==> src/rtl/serial_bit_feeder.sv <==
// serial_bit_feeder
// Upstream stage for the 1101 Moore sequence detector. Accepts parallel
// words over a valid/ready handshake and serializes them one bit per clock
// onto the detector's serial input. Words can be sent back to back with no
// idle gap, so patterns that span word boundaries reach the detector intact.
//
// Parameters:
//   WIDTH     - data word width in bits (2..15)
//   MSB_FIRST - 1: bit WIDTH-1 goes out first, 0: bit 0 goes out first
//   CNT_W     - width of bit_cnt, 2**CNT_W must exceed WIDTH
//
// Ports:
//   clk        - system clock, rising edge
//   rst_n      - asynchronous active-low reset
//   load_valid - data_in holds a word to transmit
//   load_ready - feeder accepts a word this cycle (decoded from state)
//   data_in    - parallel word, sampled on accept
//   x          - serial bit stream to the detector
//   x_valid    - x carries a frame bit this cycle
//   busy       - frame in progress
//   bit_cnt    - index of the bit currently on x, 0 = first bit of frame
//
// Optional feature (macro SERIAL_FEEDER_PARITY_EN):
//   When defined, a PARITY state follows the last data bit and presents the
//   even-parity bit of the accepted word with bit_cnt = WIDTH. The reload
//   window then moves from the last data bit to the parity bit.

module serial_bit_feeder #(
  parameter int WIDTH     = 8,
  parameter bit MSB_FIRST = 1'b1,
  parameter int CNT_W     = 4
) (
  input  logic             clk,
  input  logic             rst_n,
  input  logic             load_valid,
  output logic             load_ready,
  input  logic [WIDTH-1:0] data_in,
  output logic             x,
  output logic             x_valid,
  output logic             busy,
  output logic [CNT_W-1:0] bit_cnt
);

  localparam logic [1:0] IDLE   = 2'd0;
  localparam logic [1:0] SHIFT  = 2'd1;
`ifdef SERIAL_FEEDER_PARITY_EN
  localparam logic [1:0] PARITY = 2'd2;
  localparam logic [CNT_W-1:0] PAR_CNT = CNT_W'(WIDTH);
`endif
  localparam logic [CNT_W-1:0] LAST_CNT = CNT_W'(WIDTH-1);

  logic [1:0]       state_q, state_d;
  logic [WIDTH-1:0] sreg_q, sreg_d;
  logic             x_q, x_d;
  logic             x_valid_q, x_valid_d;
  logic [CNT_W-1:0] bit_cnt_q, bit_cnt_d;
`ifdef SERIAL_FEEDER_PARITY_EN
  logic             parity_q, parity_d;
`endif

  logic             accept;
  logic             load_x;
  logic [WIDTH-1:0] load_sreg;
  logic             shift_x;
  logic [WIDTH-1:0] shift_sreg;

  // The first bit of a word goes straight into x_q on the accepting edge, so
  // the shift register only ever holds the bits still waiting to go out.
  always_comb begin
    if (MSB_FIRST) begin
      load_x     = data_in[WIDTH-1];
      load_sreg  = {data_in[WIDTH-2:0], 1'b0};
      shift_x    = sreg_q[WIDTH-1];
      shift_sreg = {sreg_q[WIDTH-2:0], 1'b0};
    end else begin
      load_x     = data_in[0];
      load_sreg  = {1'b0, data_in[WIDTH-1:1]};
      shift_x    = sreg_q[0];
      shift_sreg = {1'b0, sreg_q[WIDTH-1:1]};
    end
  end

  // Ready is a pure state decode so it reads 1 throughout reset (IDLE).
  always_comb begin
`ifdef SERIAL_FEEDER_PARITY_EN
    load_ready = (state_q == IDLE) || (state_q == PARITY);
`else
    load_ready = (state_q == IDLE) ||
                 ((state_q == SHIFT) && (bit_cnt_q == LAST_CNT));
`endif
    accept = load_valid && load_ready;
  end

  // Next-state logic. A reload on the final bit of a frame takes the same
  // path as a load from IDLE, which gives zero-gap back-to-back words.
  always_comb begin
    state_d   = state_q;
    sreg_d    = sreg_q;
    x_d       = x_q;
    x_valid_d = x_valid_q;
    bit_cnt_d = bit_cnt_q;
`ifdef SERIAL_FEEDER_PARITY_EN
    parity_d  = parity_q;
`endif

    if (accept) begin
      state_d   = SHIFT;
      sreg_d    = load_sreg;
      x_d       = load_x;
      x_valid_d = 1'b1;
      bit_cnt_d = '0;
`ifdef SERIAL_FEEDER_PARITY_EN
      parity_d  = ^data_in;
`endif
    end else begin
      case (state_q)
        SHIFT: begin
          if (bit_cnt_q == LAST_CNT) begin
`ifdef SERIAL_FEEDER_PARITY_EN
            state_d   = PARITY;
            x_d       = parity_q;
            x_valid_d = 1'b1;
            bit_cnt_d = PAR_CNT;
`else
            state_d   = IDLE;
            sreg_d    = '0;
            x_d       = 1'b0;
            x_valid_d = 1'b0;
            bit_cnt_d = '0;
`endif
          end else begin
            sreg_d    = shift_sreg;
            x_d       = shift_x;
            bit_cnt_d = bit_cnt_q + CNT_W'(1);
          end
        end
`ifdef SERIAL_FEEDER_PARITY_EN
        PARITY: begin
          state_d   = IDLE;
          sreg_d    = '0;
          x_d       = 1'b0;
          x_valid_d = 1'b0;
          bit_cnt_d = '0;
        end
`endif
        default: begin
          state_d   = IDLE;
          x_d       = 1'b0;
          x_valid_d = 1'b0;
          bit_cnt_d = '0;
        end
      endcase
    end
  end

  always_ff @(posedge clk or negedge rst_n) begin
    if (!rst_n) begin
      state_q   <= IDLE;
      sreg_q    <= '0;
      x_q       <= 1'b0;
      x_valid_q <= 1'b0;
      bit_cnt_q <= '0;
`ifdef SERIAL_FEEDER_PARITY_EN
      parity_q  <= 1'b0;
`endif
    end else begin
      state_q   <= state_d;
      sreg_q    <= sreg_d;
      x_q       <= x_d;
      x_valid_q <= x_valid_d;
      bit_cnt_q <= bit_cnt_d;
`ifdef SERIAL_FEEDER_PARITY_EN
      parity_q  <= parity_d;
`endif
    end
  end

  assign x       = x_q;
  assign x_valid = x_valid_q;
  assign bit_cnt = bit_cnt_q;
  assign busy    = (state_q != IDLE);

endmodule

==> config.mk <==
export PLATFORM = sky130hd
export DESIGN_NAME = serial_bit_feeder
export DESIGN_NICKNAME = d
export VERILOG_FILES = /design/src/rtl/serial_bit_feeder.sv
export SDC_FILE = /design/constraint.sdc
export NUM_CORES = 1
export LEC_CHECK = 0
export CORE_AREA = 2 2 39 41
export DETAILED_ROUTE_END_ITERATION = 7
export DIE_AREA = 0 0 41 43
export DONT_BUFFER_PORTS = 1
export PLACE_DENSITY = 0.74
export SLEW_MARGIN = 10
export SYNTH_ARGS = -nofsm -noshare
export SYNTH_HDL_FRONTEND = slang
export SYNTH_SLANG_ARGS = --single-unit
==> constraint.sdc <==
create_clock -name clk -period 1.4 [get_ports clk]
set_input_delay 0.14 -clock clk [delete_from_list [all_inputs] [get_ports clk]]
set_output_delay 0.14 -clock clk [all_outputs]
set_load 0.05 [all_outputs]
==> metrics.txt <==
vias in the first global route 489; delay of the slowest critical-path stage 0.43 ns; ys async rst share 100.0%; antenna cells 0; Worst Path Arrival 1.41 ns; RSZ-0062 raised after global routing yes; post-synth top area share 50.78%; clk sinks 13; detailed-route wire length per cell 15.61 microns; Syn. warnings 0; die area 0.001763 sq mm; total grt overflow 0; CTS tree done; Worst setup SP type register; multi-input combinational cell area 285.3 sq um; CTS buffer count 3; Syn Area/Cell 11.24 sq um; Reg area 329.1 sq um; dpl hpwl 857 microns; crit path cell chain ha_4 -> nand3b_1 -> and2_4 -> clkinvlp_4 -> buf_12; DR vias/cell 5.511; clock buffer depth 2; Post-Synth Simple-Gate Area 15.82%; final core occ 59.86%; largest family of logic cells by synthesized area simple AND/OR/NAND/NOR gates; Total Routing Usage GR 18.47%; cts repair resizes 0; worst-margin pin slew 0.5876 ns; Tcrit/Tclk final 110.9%; drt first pass iters 4; Slew headroom 60.69%; H-tree Lvls 1; sequential-to-total area share from yosys stat 50.78%; critical path's slowest cell dfrtp_2; EDFF count, synth 0; port buffer count 0; Yosys reg bits 13; final setup skew 0.0005618 ns; Post-Synthesis Cells 57; Area contributors post-synth dfrtp_1 51%, mux2i_1 13%, a221o_1 9.4%; Final ANT Viol Nets 0; Die X 41 microns; final hold vios 0; Layout area overhead 29.30%; layout cells sized above 1 31.08%; status finished with violations; crit path buf inv count 2; antenna violations before repair 0; Max Freq 644.1 MHz; Routed WL 1405 microns; NumNets Final 87; Initial Util 46.29%; Fin Hold WS 0.007926 ns; failing checks setup timing; mapped cell area 640.6 sq um; CP top delay family flip-flops; post-synthesis xor/xnor area fraction 1.367%; largest net degree at the start of global routing 14; I/O Pins 19; CTS Root Cell clkbuf_4; PnR worst setup slack -0.1526 ns; initial drt markers 11; worst vdd ir 1.388 mV; core area 0.001384 sq mm; Leak Pwr 0.0003881 uW; Die Y-Extent 43 microns; Crit Path Class reg2out; first-pass GRT wire length 2118 microns; Synth Area in Compound Gates 10.94%; Placer Congestion 0.6959; clk slew on worst S/H paths 0.08 ns; Mapped Nets 69; mux cell area share after synthesis 12.50%; row count 14; fill count 123; Max-Cap Viols 0; final-report max-slew violation count 0; post-synth top area cell dfrtp_1; Synth Area in Adders 1.953%; PwrDens 2345 mW/mm^2; Final setup viols 8; clock period minus worst slack 1.553 ns; worst min path class in2reg; DR DRC count 0; Clk Latency, worst-skew pair 0.27 ns; Critical Path End Type output port; Via Count 496; Yosys cell types 20; Main synth FF type dfrtp_1; critical path data required time 1.26 ns; CP max FO 2
-- layout by cell type (no fill, tap or decap), types with 2 or more instances in the layout --
master and count:
dfrtp_2 3, dlygate4sd3_1 5, mux2i_1 8, nor2_1 9
buf_4 12, nand2_1 3, nand3_1 2, o21ai_0 2
dfrtp_1 10, clkbuf_4 3, a221o_1 6
-- per-layer routing --
metal  vias to the layer above  global-route usage (%)  wire [microns]
met5                         -                       0               0
met4                         0                   8.000               0
met3                         0                   7.853             117
met2                        19                   26.88             700
met1                       240                   23.05             587
li1                        237                       -               -
-- final cells by class --
cell class	instances	area share [%]
inverter	1	0.9063
multi-input combinational	38	34.44
timing repair buffer	18	19.34
tap	16	2.417
clock buffer	4	3.172
sequential	13	39.73
-- Yosys cell counts, types with 2 or more instances --
cell type  count
dfrtp_1       13
nor2_1         9
mux2i_1        8
nand2_1        3
buf_6          2
o21ai_0        2
nand3_1        2
a221o_1        6
-- per-stage QoR --
step                      total power [uW]  cells  setup slack [ns]  setup TNS (ns)  area (sq um)
after floorplan                       1391     57           -0.1534          -1.210         660.6
after global placement                1587     75           0.09913               0         706.9
after detailed placement              1612     75           0.07881               0         706.9
after CTS                             1921     86           -0.1342         -0.3350         793.3
after global routing                  2060     90           -0.2003         -0.6416         828.3
final                                 1942     90           -0.1526         -0.4068         828.3
-- where the power goes --
group | internal, uW | leakage, uW | switching, uW
clock | 110 | 0.0000150 | 121
sequential | 528 | 0.000162 | 151
combinational | 446 | 0.000211 | 587
-- what timing repair did --
| item | 4_1_cts | 5_1_grt |
|---|---|---|
| endpoints found under the hold margin | 16 | 2 |
| pin swaps | 2 | 2 |
| setup endpoints to repair | 1 | 7 |
| buffers inserted | 4 | 2 |
| hold buffers | 3 | 2 |
-- registers in the layout (all words and copies together), names as in the netlist --
name / cells
bit_cnt: 4
sreg_q: 7
x: 1
x_valid: 1
-- cell families (layout without fill, tap and decap cells) --
logic type,count (synthesis),count (layout)
adder cells (fa/ha/maj),1,1
multiplexers,8,8
XOR/XNOR,1,1
AO/OA/AOI/OAI,8,8
buffers and inverters,6,23
flip-flops,13,13
AND/OR/NAND/NOR,20,20
-- final timing paths --
check,from,to,slack [ns],cells past startpoint
max,bit_cnt[0],load_ready,-0.15,5
min,data_in[4],sreg_q[5],0.008,1
max reg2reg,bit_cnt[0],sreg_q[2],-0.05,4
min reg2reg,sreg_q[4],sreg_q[5],0.53,1
max in group asynchronous,rst_n,bit_cnt[0],0.68,1
min in group asynchronous,rst_n,x,0.30,1
Note: power is estimated with default switching activity, not from simulation.
